==> config.mk <==
export PLATFORM = sky130hd
export DESIGN_NAME = irig_b_encoder
export DESIGN_NICKNAME = d
export VERILOG_FILES = /design/src/rtl/irig_b_encoder.sv
export SDC_FILE = /design/constraint.sdc
export NUM_CORES = 1
export LEC_CHECK = 0
export ABC_AREA = 1
export ABC_CLOCK_PERIOD_IN_PS = 3890
export CAP_MARGIN = 30
export CORE_UTILIZATION = 46
export CTS_CLUSTER_DIAMETER = 100
export DETAILED_ROUTE_END_ITERATION = 6
export PLACE_DENSITY = 0.74
export SETUP_SLACK_MARGIN = 0.02
export SLEW_MARGIN = 20
export SYNTH_ARGS = -nofsm -noshare
export SYNTH_HDL_FRONTEND = slang
export SYNTH_SLANG_ARGS = --single-unit
==> constraint.sdc <==
create_clock -name clk -period 3.89 [get_ports clk]
set_clock_uncertainty 0.2 [all_clocks]
set_input_delay 0.389 -clock clk [delete_from_list [all_inputs] [get_ports clk]]
set_output_delay 0.389 -clock clk [all_outputs]
set_load 0.01 [all_outputs]
==> src/rtl/irig_b_encoder.sv <==
// IRIG-B (B00x) pulse-width timecode encoder with a loadable BCD time-of-year.
// Ports: clk, rst, enable, time_load + BCD time digits in; bcode_out, frame_start, bit_index, busy out.
module irig_b_encoder #(
  parameter int BIT_CYCLES = 500_000,
  parameter int P_HIGH     = 400_000,
  parameter int ONE_HIGH   = 250_000,
  parameter int ZERO_HIGH  = 100_000
) (
  input  logic       clk,
  input  logic       rst,
  input  logic       enable,
  input  logic       time_load,
  input  logic [3:0] second_units,
  input  logic [2:0] second_tens,
  input  logic [3:0] minute_units,
  input  logic [2:0] minute_tens,
  input  logic [3:0] hour_units,
  input  logic [1:0] hour_tens,
  input  logic [3:0] day_units,
  input  logic [3:0] day_tens,
  input  logic [1:0] day_hunds,
  input  logic [3:0] year_units,
  input  logic [3:0] year_tens,
  output logic       bcode_out,
  output logic       frame_start,
  output logic [6:0] bit_index,
  output logic       busy
);

  localparam int CW = $clog2(BIT_CYCLES);

  localparam logic [CW-1:0] CNT_LAST = CW'(BIT_CYCLES - 1);
  localparam logic [CW-1:0] P_W      = CW'(P_HIGH);
  localparam logic [CW-1:0] ONE_W    = CW'(ONE_HIGH);
  localparam logic [CW-1:0] ZERO_W   = CW'(ZERO_HIGH);

  typedef struct packed {
    logic [3:0] yr_t;
    logic [3:0] yr_u;
    logic [1:0] day_h;
    logic [3:0] day_t;
    logic [3:0] day_u;
    logic [1:0] hr_t;
    logic [3:0] hr_u;
    logic [2:0] min_t;
    logic [3:0] min_u;
    logic [2:0] sec_t;
    logic [3:0] sec_u;
  } tod_t;

  typedef enum logic {
    IDLE,
    SYMBOL
  } state_t;

  // Leap year straight from the two BCD year digits.
  function automatic logic is_leap(
    logic [3:0] t,
    logic [3:0] u
  );
    if (t[0])
      return (u == 4'd2) || (u == 4'd6);
    return (u == 4'd0) || (u == 4'd4) ||
           (u == 4'd8);
  endfunction

  // One-second BCD ripple increment.
  function automatic tod_t tod_inc(tod_t t);
    tod_t r;
    logic c;
    logic lp;
    r  = t;
    c  = 1'b0;
    lp = is_leap(t.yr_t, t.yr_u);
    if (t.sec_u != 4'd9) begin
      r.sec_u = t.sec_u + 4'd1;
    end else begin
      r.sec_u = 4'd0;
      if (t.sec_t != 3'd5) begin
        r.sec_t = t.sec_t + 3'd1;
      end else begin
        r.sec_t = 3'd0;
        c = 1'b1;
      end
    end
    if (c) begin
      c = 1'b0;
      if (t.min_u != 4'd9) begin
        r.min_u = t.min_u + 4'd1;
      end else begin
        r.min_u = 4'd0;
        if (t.min_t != 3'd5) begin
          r.min_t = t.min_t + 3'd1;
        end else begin
          r.min_t = 3'd0;
          c = 1'b1;
        end
      end
    end
    if (c) begin
      c = 1'b0;
      if (t.hr_t == 2'd2 && t.hr_u == 4'd3) begin
        r.hr_t = 2'd0;
        r.hr_u = 4'd0;
        c = 1'b1;
      end else if (t.hr_u == 4'd9) begin
        r.hr_u = 4'd0;
        r.hr_t = t.hr_t + 2'd1;
      end else begin
        r.hr_u = t.hr_u + 4'd1;
      end
    end
    if (c) begin
      c = 1'b0;
      // Last day is 365, or 366 in a leap year; wraps to 001.
      if (t.day_h == 2'd3 && t.day_t == 4'd6 &&
          t.day_u == (lp ? 4'd6 : 4'd5)) begin
        r.day_h = 2'd0;
        r.day_t = 4'd0;
        r.day_u = 4'd1;
        c = 1'b1;
      end else if (t.day_u != 4'd9) begin
        r.day_u = t.day_u + 4'd1;
      end else begin
        r.day_u = 4'd0;
        if (t.day_t != 4'd9) begin
          r.day_t = t.day_t + 4'd1;
        end else begin
          r.day_t = 4'd0;
          r.day_h = t.day_h + 2'd1;
        end
      end
    end
    if (c) begin
      if (t.yr_u != 4'd9) begin
        r.yr_u = t.yr_u + 4'd1;
      end else begin
        r.yr_u = 4'd0;
        r.yr_t = (t.yr_t == 4'd9) ?
                 4'd0 : t.yr_t + 4'd1;
      end
    end
    return r;
  endfunction

  state_t        state_q, state_d;
  logic [CW-1:0] cnt_q, cnt_d;
  logic [6:0]    bit_index_q, bit_index_d;
  logic          busy_q, busy_d;
  logic          bcode_q, bcode_d;
  logic          frame_start_q, frame_start_d;
  tod_t          live_q, live_d;
  tod_t          shadow_q, shadow_d;
  tod_t          lbuf_q, lbuf_d;
  logic          pend_q, pend_d;

  tod_t          in_tod;
  logic          frame_end;
  logic          sym_p;
  logic          sym_one;
  logic [CW-1:0] sym_w;

  assign in_tod = {
    year_tens, year_units,
    day_hunds, day_tens, day_units,
    hour_tens, hour_units,
    minute_tens, minute_units,
    second_tens, second_units
  };

  // Symbol type for the current index, from the frame snapshot.
  always_comb begin
    sym_p   = 1'b0;
    sym_one = 1'b0;
    case (bit_index_q) inside
      7'd0, 7'd9, 7'd19, 7'd29, 7'd39,
      7'd49, 7'd59, 7'd69, 7'd79, 7'd89,
      7'd99:
        sym_p = 1'b1;
      [7'd1:7'd4]:
        sym_one = shadow_q.sec_u[2'(bit_index_q - 7'd1)];
      [7'd6:7'd8]:
        sym_one = shadow_q.sec_t[2'(bit_index_q - 7'd6)];
      [7'd10:7'd13]:
        sym_one = shadow_q.min_u[2'(bit_index_q - 7'd10)];
      [7'd15:7'd17]:
        sym_one = shadow_q.min_t[2'(bit_index_q - 7'd15)];
      [7'd20:7'd23]:
        sym_one = shadow_q.hr_u[2'(bit_index_q - 7'd20)];
      [7'd25:7'd26]:
        sym_one = shadow_q.hr_t[1'(bit_index_q - 7'd25)];
      [7'd30:7'd33]:
        sym_one = shadow_q.day_u[2'(bit_index_q - 7'd30)];
      [7'd35:7'd38]:
        sym_one = shadow_q.day_t[2'(bit_index_q - 7'd35)];
      [7'd40:7'd41]:
        sym_one = shadow_q.day_h[1'(bit_index_q - 7'd40)];
      [7'd50:7'd53]:
        sym_one = shadow_q.yr_u[2'(bit_index_q - 7'd50)];
      [7'd55:7'd58]:
        sym_one = shadow_q.yr_t[2'(bit_index_q - 7'd55)];
      default: ;
    endcase
    sym_w = sym_p ? P_W :
            (sym_one ? ONE_W : ZERO_W);
  end

  always_comb begin
    state_d       = state_q;
    cnt_d         = cnt_q;
    bit_index_d   = bit_index_q;
    busy_d        = busy_q;
    live_d        = live_q;
    shadow_d      = shadow_q;
    lbuf_d        = lbuf_q;
    pend_d        = pend_q;
    bcode_d       = 1'b0;
    frame_start_d = 1'b0;
    frame_end     = 1'b0;

    if (time_load) begin
      lbuf_d = in_tod;
      pend_d = 1'b1;
    end

    unique case (state_q)
      IDLE: begin
        if (enable) begin
          frame_end   = 1'b1;
          state_d     = SYMBOL;
          cnt_d       = '0;
          bit_index_d = 7'd0;
          busy_d      = 1'b1;
        end
      end
      SYMBOL: begin
        bcode_d       = (cnt_q < sym_w);
        frame_start_d = (cnt_q == '0) &&
                        (bit_index_q == 7'd0);
        if (cnt_q == CNT_LAST) begin
          cnt_d = '0;
          if (bit_index_q == 7'd99) begin
            bit_index_d = 7'd0;
            frame_end   = 1'b1;
            if (!enable) begin
              state_d = IDLE;
              busy_d  = 1'b0;
            end
          end else begin
            bit_index_d = bit_index_q + 7'd1;
          end
        end else begin
          cnt_d = cnt_q + CW'(1);
        end
      end
    endcase

    // A strobe landing on the frame-end cycle itself wins directly.
    if (frame_end) begin
      if (time_load)
        live_d = in_tod;
      else if (pend_q)
        live_d = lbuf_q;
      else if (busy_q)
        live_d = tod_inc(live_q);
      pend_d = 1'b0;
      if (state_d == SYMBOL)
        shadow_d = live_d;
    end
  end

  always_ff @(posedge clk) begin
    if (rst) begin
      state_q       <= IDLE;
      cnt_q         <= '0;
      bit_index_q   <= 7'd0;
      busy_q        <= 1'b0;
      bcode_q       <= 1'b0;
      frame_start_q <= 1'b0;
      live_q        <= '0;
      shadow_q      <= '0;
      lbuf_q        <= '0;
      pend_q        <= 1'b0;
    end else begin
      state_q       <= state_d;
      cnt_q         <= cnt_d;
      bit_index_q   <= bit_index_d;
      busy_q        <= busy_d;
      bcode_q       <= bcode_d;
      frame_start_q <= frame_start_d;
      live_q        <= live_d;
      shadow_q      <= shadow_d;
      lbuf_q        <= lbuf_d;
      pend_q        <= pend_d;
    end
  end

  assign bcode_out   = bcode_q;
  assign frame_start = frame_start_q;
  assign bit_index   = bit_index_q;
  assign busy        = busy_q;

endmodule

# Word-level counts from Yosys, hierarchy flattened
# Index checks and enable logic that the tools add are counted.
[word_totals] ff_bits=145 input_bits=42 output_inout_bits=10 wordCells=276
[op_classes] n_addsub=24 order_cmp=34 n_eq_ne=33 mux=117 bitwise=1 reduce_logical=27
[op_table] operator="38-bit 2-to-1 mux" n=3
[op_table] operator="1-bit 2-to-1 mux" n=71
[op_table] operator="19-bit 2-to-1 mux" n=3
[op_table] operator="19-bit case mux with 2 select lines" n=1
[op_table] operator="7-bit by 6-bit <= comparator with 1-bit output, second input constant" n=5
[op_table] operator="4-bit 2-to-1 mux" n=8
[op_table] operator="4-bit by 1-bit adder with 4-bit output, second input constant" n=7
[op_table] operator="7-bit equality test, second input constant" n=4
[op_table] operator="7-bit by 6-bit >= comparator with 1-bit output, second input constant" n=4
[op_table] operator="7-bit 2-to-1 mux" n=4
[op_table] operator="2-bit by 3-bit < comparator with 1-bit output, second input constant" n=9
[op_table] operator="7-bit by 6-bit equality test with 1-bit output, second input constant" n=3
[op_table] operator="7-bit by 5-bit >= comparator with 1-bit output, second input constant" n=3
[op_table] operator="7-bit by 5-bit <= comparator with 1-bit output, second input constant" n=3
[op_table] operator="10-bit 2-to-1 mux" n=2
[op_table] operator="4-bit inequality test, second input constant" n=5
[op_table] operator="19-bit by 1-bit adder with 19-bit output, second input constant" n=1
[op_table] operator="19-bit equality test, second input constant" n=1
[op_table] operator="19-bit zero test" n=1
[op_table] operator="19-bit < comparator" n=1
[op_table] operator="1-bit binary-select mux with 2-bit select" n=9
[op_table] operator="18-bit 2-to-1 mux" n=1
[op_table] operator="6-bit 2-to-1 mux" n=3
[op_table] operator="1-bit logical AND" n=15
[op_table] operator="35 further kinds" n=69

# Depth between registers and ports, before layout
# Gate-level depths: netlist of run 1.
[depth] depth_word=26 mapped_depth=26 depth_no_buf=25

# Worst setup path before layout of run 1
# OpenSTA, ideal clock, no wires.
[synth_path] path_type="register to register" start="register bit_index_q[0], in the netlist bit_index[0]" end="register bcode_q, in the netlist bcode_out" setup_ns=0.070 arrival_ns=3.174 required_time_ns=3.620 slack_ns=0.446 path_stages_with_launch=27 path_buffers=2 period_less_slack_ns=3.444 cell_sequence="dfxtp_1 inv_1 buf_2 buf_2 ha_1 inv_1 a21oi_1 o21ai_0 o21ai_0 nand3_1 nand2_1 inv_1 nand2_1 nand2_1 nand3_1 nand2_1 nand2_1 nand2_1 nand2_1 nor2_1 ha_1 a211o_1 a21oi_1 o21ai_0 nand3_1 nand3_1 a21oi_1"
[synth_via] elab_chain_cells=18 word_cells_on_any_way=94 classes_between="add/sub: 11; order compare: 23; eq/ne: 10; mux: 37; reduce/logical: 13"
[synth_lines] element="from (decl)" line="148" rtl="logic [6:0] bit_index_q, bit_index_d;"
[synth_lines] element="from (signal assigned)" line="287" rtl="bit_index_q <= bit_index_d;"
[synth_lines] element="2-bit subtractor" line="187, 195, 201"
[synth_lines] element="1-bit binary-select mux with 2-bit select" line="201" rtl="sym_one = shadow_q.yr_t[2'(bit_index_q - 7'd55)];"
[synth_lines] element="1-bit 2-to-1 mux (implied by the code)" line="201"
[synth_lines] element="1-bit 2-to-1 mux (12 in a row)" line="175" rtl="case (bit_index_q) inside"
[synth_lines] element="18-bit 2-to-1 mux" line="205" rtl="(sym_one ? ONE_W : ZERO_W);"
[synth_lines] element="19-bit 2-to-1 mux *" line="204" rtl="sym_w = sym_p ? P_W :"
[synth_lines] element="19-bit < comparator *" line="237" rtl="bcode_d = (cnt_q < sym_w);"
[synth_lines] element="to (signal assigned)" line="289" rtl="bcode_q <= bcode_d;"
[synth_lines] element="to (decl)" line="150" rtl="logic bcode_q, bcode_d;"
# Every way passes the cells marked *; elsewhere a longest branch is shown, timed or not. The select of a mux whose other input is x is not followed.
# A chain may end at the register's enable or synchronous reset.

# Worst setup path in the final report of run 1
# Ends and elaborated chain as after synthesis.

==> results_dict.tcl, run 1 <==
set metrics [dict create \
    rows 47 \
    grtUsageTotal_pct 25.6 \
    critical_path_class "register to register" \
    switching_power_mw 1.04 \
    core-area_um2 16700 \
    grt_pass1_vias 7162 \
    post_cts_buffers 0 \
    synthFlopType "dfxtp_1" \
    status "complete, no violations" \
    drive_above_1_share_pct 7.81 \
    root_buffer "clkbuf_16" \
    cts-resized-gates 0 \
    dr_total_vias 7857 \
    synth_commonest_cells "252 x nand2_1, 145 x dfxtp_1, 142 x inv_1" \
    seq_power_share_pct 43.6 \
    power_per_cell_area_nw_per_um2 402 \
    place_congestion 0.938 \
    path_max_fanout 11 \
    cts_hold_buffers 0 \
    reg2reg_depth 22 \
    endpoint_kind "register" \
    wl_mm 21.7 \
    synth.area.top_cells "dfxtp_1 37%, nand2_1 12%, inv_1 6.7%" \
    maxSlewViolCount 0 \
    overflow 0 \
    syn2layout_area_growth_pct 16.3 \
    fin_setup_tns_ns 0 \
    min_path_type "primary input to register" \
    p_int_mw 2.66 \
    yosysSeqAreaShare_pct 36.7 \
    die_y_um 133 \
    synth_warnings 0 \
    min_delay_path_depth 3 \
    p_leak_nw 3.85 \
    ios 52 \
    ir_drop_mv 0.329 \
    cts_tree "done" \
    setup_slack_ns 0.377 \
    final_core_util_pct 55.1 \
    ys_ff_latch 145 \
    diodes 0 \
    nFillCells 1616 \
    port_buffers 51 \
    synthArstFlopShare_pct 0 \
    h-tree-depth 4 \
    critPathRequiredTime_ns 4.04 \
    dr.pass1.iters 5 \
    final_hold_viol_count 0 \
    antenna_found_initial 0 \
    fin_nets 1267 \
    syn_area_um2 7920 \
    floorplan.die.width_um 133 \
    synth_cell_type_count 55 \
    start_util_pct 47.4 \
    stdcell_count 1436 \
    drc_errors 0 \
    numCtsBuffers 17 \
    swShare_pct 28.0 \
    fin_crit_sh_pct 90.3 \
    via_per_inst 5.47 \
    synth_fp_nets 1228 \
    setup_viol 0 \
    die_area_um2 17700 \
    max-slew-margin-rel_pct 49.3 \
    post-place-ws_ns 0.449 \
    start_kind "register" \
    clock_latency_ns 0.43 \
    grt_pass1_wl_mm 36.4 \
    comb_power_share_pct 12.6 \
    clk_path_buf_depth 2 \
    synth_top_area_cell "dfxtp_1" \
    first_iter_violations 761 \
    critPathArrivalTime_ns 3.67 \
    ant_nets 0 \
    netlist.area_leader.share_pct 36.7 \
    dpl.hpwl_mm 15.6 \
    rsz0062_at_grt "no" \
    grt_max_degree 63 \
    fmax_mhz 285 \
    min_period_ns 3.51 \
    clkTransAtPathRegs_ns 0.07 \
    drv_cap 0 \
    drt-wirelength-per-cell_um 15.1 \
    synth_edf_count 0 \
    clock-sinks 145 \
    worst_pin_slew_ns 0.760 \
    synth_most_common_cell "nand2_1" \
    netlist_instances 1165 \
    dpl.cell_count 1405 \
    hold_ws_ns 0.215 \
    syn-mean-instance-area_um2 6.80 \
    p_clk_share_pct 43.8 \
]
[stage by stage]
step	power, mW	instance area (um^2)
after floorplan	1.93	7920
after global placement	2.10	8630
after detailed placement	2.10	8630
after CTS	3.71	9210
after global routing	3.85	9210
final	3.70	9210
[power by group through the flow]
stage	registers, mW	logic (mW)	clock network (mW)
after CTS	1.61	0.462	1.64
after global placement	1.64	0.454	0
after floorplan	1.63	0.304	0
after detailed placement	1.64	0.459	0
after global routing	1.62	0.522	1.71
final	1.61	0.465	1.62
[layer usage]
layer | part of all wire [%] | vias up | global-route usage, % | wire length (um)
met1 | 46 | 3585 | 34.8 | 10000
met3 | 6.1 | 33 | 4.45 | 1320
li1 | - | 3955 | - | -
met2 | 46 | 284 | 41.2 | 9980
met4 | 1.8 | 0 | 8.46 | 397
met5 | 0 | - | 0 | 0
[flip-flops by register name, indices dropped and copies added, names as in the netlist]
| name | cells |
|---|---|
| bit_index | 7 |
| shadow_q | 38 |
| pend_q | 1 |
| bcode_out | 1 |
| busy | 1 |
| lbuf_q | 38 |
| frame_start | 1 |
| live_q | 38 |
| state_q | 1 |
| cnt_q | 19 |
[path summary, 6_finish.rpt]
path                             startpoint  slack (ns)                 endpoint
setup / recovery  bit_index[0]$_SDFFE_PP0P_        0.38     bcode_out$_SDFF_PP0_
hold / removal                    time_load        0.22  lbuf_q[22]$_SDFFE_PP0P_
setup reg to reg  bit_index[0]$_SDFFE_PP0P_        0.38     bcode_out$_SDFF_PP0_
hold reg to reg      lbuf_q[9]$_SDFFE_PP0P_        0.26   lbuf_q[9]$_SDFFE_PP0P_
[cell families after synthesis]
logic type	count (synthesis)	share of synthesized area, %
buffers and inverters	210	10.4
AND/OR/NAND/NOR	492	27.2
AO/OA/AOI/OAI	285	21.0
flip-flops	145	36.7
multiplexers	4	0.506
XOR/XNOR	8	0.885
adder cells (fa/ha/maj)	21	3.32
[cell type report]
type / count / area [um^2] / area share (%)
multi-input cells: 810 / 4190 / 45.5
inverters: 160 / 609 / 6.62
flip-flops and latches: 145 / 2900 / 31.5
clock buffers: 19 / 453 / 4.92
repair buffers: 70 / 656 / 7.12
well taps: 220 / 275 / 2.99
clock inverters: 12 / 121 / 1.32
[cells in the final DEF (no fill, tap or decap), types with 7 or more instances in the layout]
cell               n
nor2_2             8
buf_4             18
o21ai_0           96
inv_2             12
o22ai_1           25
nand3_1           52
nor3_1            24
inv_1            142
nor2_1           114
a31oi_1           16
nand2_1          252
nand4_1           15
ha_1              21
dfxtp_1          145
o211ai_1          15
clkbuf_16         17
a21oi_1           83
o21ai_1            7
clkdlybuf4s50_1   49
[worst max-delay path, cell delays in order, from the launching register on]
cell,delay [ns]
dfxtp_1,0.35
buf_4,0.21
ha_1,0.23
inv_1,0.13
nor2_1,0.23
nand2_1,0.08
nand2_1,0.07
o21ai_0,0.13
nand3b_1,0.20
nand2_1,0.07
nand3_1,0.06
nand2_1,0.06
nand2_1,0.05
nand2_1,0.06
nand2_1,0.08
nor2_1,0.20
ha_1,0.29
a211o_1,0.26
a21oi_1,0.12
o21ai_0,0.09
nand3_1,0.07
nand3_1,0.06
a21oi_1,0.11
Power figures use the tool's default switching activity.
==> run 2, diff against run 1 <==
Settings changed: CAP_MARGIN 30 to not set, RECOVER_POWER set to 50.
==> results_dict.tcl, run 2 (same netlist as run 1, synthesis figures left out) <==
set metrics [dict create \
    setup_slack_ns 0.361 \
    clk_path_buf_depth 2 \
    endpoint_kind "register" \
    cp_cell_sequence "buf_4 -> ha_1 -> inv_1 -> nor2_1 -> nand2_1 -> nand2_1 -> o21ai_0 -> nand3b_1 -> nand2_1 -> nand3_1 -> nand2_1 -> nand2_1 -> nand2_1 -> nand2_1 -> nor2_1 -> ha_1 -> a211o_1 -> a21oi_1 -> o21ai_0 -> nand3_1 -> nand3_1 -> a21oi_1" \
    setup_viol 0 \
    min_period_ns 3.53 \
    final_cell_mix "252 x nand2_1, 145 x dfxtp_1, 143 x inv_1, 114 x nor2_1, 96 x o21ai_0" \
    max-slew-margin-rel_pct -102 \
    ff_latch_area_um2 2900 \
    final_hold_viol_count 0 \
    hold_ws_ns 0.215 \
    min_path_type "primary input to register" \
    cts_tree "done" \
    core-area_um2 16700 \
    syn2layout_area_growth_pct 16.3 \
    overflow 0 \
    rows 47 \
    grt_pass1_wl_mm 36.4 \
    fin_setup_tns_ns 0 \
    fmax_mhz 283 \
    ant_nets 0 \
    grt_max_degree 63 \
    root_buffer "clkbuf_16" \
    dr.pass1.iters 5 \
    diodes 0 \
    rsz0062_at_grt "no" \
    top_regs "lbuf_q: 38 flops, live_q: 38 flops, shadow_q: 38 flops" \
    maxSlewViolCount 63 \
    power_per_cell_area_nw_per_um2 402 \
    h-tree-depth 4 \
    start_util_pct 47.4 \
    p_leak_nw 3.87 \
    dr_total_vias 7841 \
    clock_latency_ns 0.43 \
    critical_path_class "register to register" \
    numCtsBuffers 17 \
    fin_nets 1267 \
    cp_slowest_stage_delay_ns 0.35 \
    fin_crit_sh_pct 90.7 \
    start_kind "register" \
    clock-sinks 145 \
    ir_drop_mv 0.329 \
    critPathSlowestCell "dfxtp_1" \
    final_core_util_pct 55.1 \
    wl_mm 21.7 \
    violations "capacitance limit, slew limit" \
    cts-resized-gates 0 \
    grt_pass1_vias 7162 \
    place_congestion 0.938 \
    nFillCells 1618 \
    grtUsageTotal_pct 25.6 \
    post-place-ws_ns 0.449 \
    die_area_um2 17700 \
    crit_top_cell "nand2_1" \
    critPathArrivalTime_ns 3.68 \
    clkTransAtPathRegs_ns 0.07 \
    critPathRequiredTime_ns 4.04 \
    multiInputGateArea_um2 4190 \
    die_y_um 133 \
    drv_cap 1 \
    path_max_fanout 11 \
    drt-wirelength-per-cell_um 15.1 \
    ios 52 \
    port_buffers 51 \
    post_cts_buffers 0 \
    via_per_inst 5.46 \
    status "complete, but fails checks" \
    fin_total_pwr_mw 3.70 \
    dpl.hpwl_mm 15.6 \
    final_common_cell "nand2_1" \
    first_iter_violations 767 \
    cts_hold_buffers 0 \
    antenna_found_initial 0 \
    worst_pin_slew_ns 3.03 \
    drc_errors 0 \
    drive_above_1_share_pct 7.57 \
    floorplan.die.width_um 133 \
]
## run 2: changes by cell type in the layout (fill, tap and decap cells not counted)
cell	previous run	this run
buf_4	18	17
buf_2	2	1
clkbuf_1	0	2
inv_2	12	11
dlygate4sd3_1	0	8
clkdlybuf4s50_1	49	41
inv_1	142	143
## run 2: worst paths after layout
path / from / slack (ns) / endpoint / cells past startpoint
max reg2reg: bit_index[0]$_SDFFE_PP0P_ / 0.36 / bcode_out$_SDFF_PP0_ / 22
min reg2reg: lbuf_q[9]$_SDFFE_PP0P_ / 0.26 / lbuf_q[9]$_SDFFE_PP0P_ / 2
min: time_load / 0.22 / lbuf_q[22]$_SDFFE_PP0P_ / 3
max: bit_index[0]$_SDFFE_PP0P_ / 0.36 / bcode_out$_SDFF_PP0_ / 22
## run 2: power by group
group	leakage, nW	internal, mW	switching, mW
clock	0.280	0.926	0.695
combinational	2.40	0.172	0.293
sequential	1.19	1.56	0.0481
total	3.87	2.66	1.04
## run 2: cell type report
cell class | count | share of cell area (%)
inverter | 160 | 6.62
sequential | 145 | 31.5
clock inverter | 12 | 1.32
timing repair buffer | 70 | 7.07
tap | 220 | 2.99
clock buffer | 19 | 4.92
multi-input combinational | 810 | 45.5
## run 2: worst max-delay path: cells and delay by family (launching register included)
kind | cells | cell delay, ns
AOI/OAI and AO/OA | 5 | 0.73
adders and majority gates | 2 | 0.52
buffers and inverters | 2 | 0.34
DFF | 1 | 0.35
and+or+nand+nor | 13 | 1.29
## run 2: per-stage QoR
step / cell area (um^2) / cells
after global routing: 9200 / 1436
after detailed placement: 8630 / 1405
after global placement: 8630 / 1405
final: 9200 / 1436
after CTS: 9210 / 1436
after floorplan: 7920 / 1165
## run 2: metal layers
| metal | vias up | GRT usage, % | part of all wire, % |
|---|---|---|---|
| li1 | 3955 | - | - |
| met3 | 32 | 4.45 | 6.0 |
| met2 | 276 | 41.2 | 46 |
| met1 | 3578 | 34.8 | 46 |
| met4 | 0 | 8.46 | 1.8 |
| met5 | - | 0 | 0 |
==> run 3, diff against run 2 <==
Settings changed: CORE_UTILIZATION 46 to 34, HOLD_SLACK_MARGIN set to 0.06, PLACE_DENSITY 0.74 to 0.6.
==> results_dict.tcl, run 3 (same netlist as run 1, synthesis figures left out) <==
set metrics [dict create \
    drt-wirelength-per-cell_um 15.3 \
    ant_nets 0 \
    power_per_cell_area_nw_per_um2 410 \
    cp_slowest_stage_delay_ns 0.55 \
    top_regs "lbuf_q: 38 flops, live_q: 38 flops, shadow_q: 38 flops" \
    drive_above_1_share_pct 7.40 \
    dr.pass1.iters 6 \
    status "complete, but fails checks" \
    cts_hold_buffers 0 \
    fin_setup_tns_ns 0 \
    ir_drop_mv 0.228 \
    final_common_cell "nand2_1" \
    syn2layout_area_growth_pct 17.6 \
    clock_latency_ns 0.43 \
    dr_total_vias 7800 \
    path_max_fanout 10 \
    rows 55 \
    clock-sinks 145 \
    min_path_type "register to register" \
    overflow 0 \
    clk_path_buf_depth 2 \
    critPathRequiredTime_ns 4.06 \
    grt_pass1_wl_mm 37.8 \
    grtUsageTotal_pct 19.8 \
    fin_total_pwr_mw 3.82 \
    setup_viol 0 \
    setup_slack_ns 0.398 \
    place_congestion 0.924 \
    start_util_pct 34.9 \
    critical_path_class "register to register" \
    worst_pin_slew_ns 1.74 \
    h-tree-depth 4 \
    critPathSlowestCell "dfxtp_1" \
    stdcell_count 1501 \
    final_cell_mix "252 x nand2_1, 145 x dfxtp_1, 142 x inv_1, 114 x nor2_1, 96 x o21ai_0" \
    die_y_um 155 \
    core-area_um2 22700 \
    endpoint_kind "register" \
    antenna_found_initial 0 \
    fmax_mhz 286 \
    wl_mm 23.0 \
    max-slew-margin-rel_pct -16.2 \
    crit_top_cell "nand2_1" \
    min_period_ns 3.49 \
    dpl.cell_count 1469 \
    post-place-ws_ns 0.425 \
    final_hold_viol_count 0 \
    p_leak_nw 3.88 \
    nFillCells 2465 \
    ios 52 \
    first_iter_violations 477 \
    fin_nets 1266 \
    via_per_inst 5.20 \
    grt_pass1_vias 7292 \
    root_buffer "clkbuf_16" \
    critPathArrivalTime_ns 3.66 \
    cts_tree "done" \
    clkTransAtPathRegs_ns 0.07 \
    drc_errors 0 \
    rsz0062_at_grt "no" \
    cts-resized-gates 0 \
    dpl.hpwl_mm 16.6 \
    multiInputGateArea_um2 4190 \
    violations "capacitance limit, slew limit" \
    post_cts_buffers 0 \
    port_buffers 51 \
    start_kind "register" \
    diodes 0 \
    fin_crit_sh_pct 89.8 \
    die_area_um2 23900 \
    drv_cap 2 \
    cp_cell_sequence "inv_1 -> ha_1 -> inv_1 -> a21oi_1 -> o21ai_0 -> o21ai_0 -> nand3_1 -> nand2_1 -> inv_1 -> nand2_1 -> nand2_1 -> nand3_1 -> nand2_1 -> nand2_1 -> nand2_1 -> nand2_1 -> nor2_1 -> ha_1 -> a211o_1 -> a21oi_1 -> o21ai_0 -> nand3_1 -> nand3_1 -> a21oi_1" \
    maxSlewViolCount 67 \
    ff_latch_area_um2 2900 \
    numCtsBuffers 17 \
    floorplan.die.width_um 155 \
    grt_max_degree 62 \
]
==> run 3: cell types whose count changed in the layout (fill, tap and decap cells not counted), sizes merged, moves of 2 or more <==
cell           change
buf                -4
clkdlybuf4s50      -2
dlygate4sd3        +2
clkinv             +4
==> run 3: critical path, delay by kind of cell (launching register included) <==
kind / cells / cell delay, ns
compound gates: 7 / 0.82
fa+ha+maj: 2 / 0.68
buf+inv: 3 / 0.32
flops: 1 / 0.55
simple gates: 12 / 0.89
==> run 3: final timing paths <==
kind | slack (ns) | to | depth (start not counted) | startpoint
worst max-delay path | 0.40 | bcode_out$_SDFF_PP0_ | 24 | bit_index[0]$_SDFFE_PP0P_
worst min-delay path | 0.26 | lbuf_q[11]$_SDFFE_PP0P_ | 2 | lbuf_q[11]$_SDFFE_PP0P_
worst max register to register | 0.40 | bcode_out$_SDFF_PP0_ | 24 | bit_index[0]$_SDFFE_PP0P_
worst min register to register | 0.26 | lbuf_q[11]$_SDFFE_PP0P_ | 2 | lbuf_q[11]$_SDFFE_PP0P_
==> run 3: layer usage <==
metal | part of all wire [%] | wire, um | GRT usage, %
met1 | 48 | 11100 | 27.0
met2 | 46 | 10500 | 32.2
met3 | 4.6 | 1060 | 3.22
met4 | 1.4 | 321 | 5.56
met5 | 0 | 0 | 0
==> run 3: power by group <==
part | total [mW] | leakage (nW) | switching [mW] | internal (mW)
combinational | 0.458 | 2.39 | 0.290 | 0.168
clock | 1.74 | 0.302 | 0.761 | 0.980
sequential | 1.62 | 1.19 | 0.0526 | 1.56
==> run 3: cell type report <==
cell class / count / share of cell area (%)
clock buffer: 17 / 4.57
sequential: 145 / 31.2
clock inverter: 15 / 2.14
timing repair buffer: 69 / 6.68
multi-input combinational: 810 / 45.0
inverter: 160 / 6.55
tap: 285 / 3.83
==> run 3: stage by stage <==
step | hold WS, ns | util, % | area (um^2)
floorplan | 0.238 | - | 7920
global placement | 0.246 | 38.3 | 8700
detailed placement | 0.250 | 38.3 | 8700
CTS | 0.168 | 41.0 | 9320
global route | 0.273 | 41.0 | 9310
finish | 0.260 | 41.0 | 9310
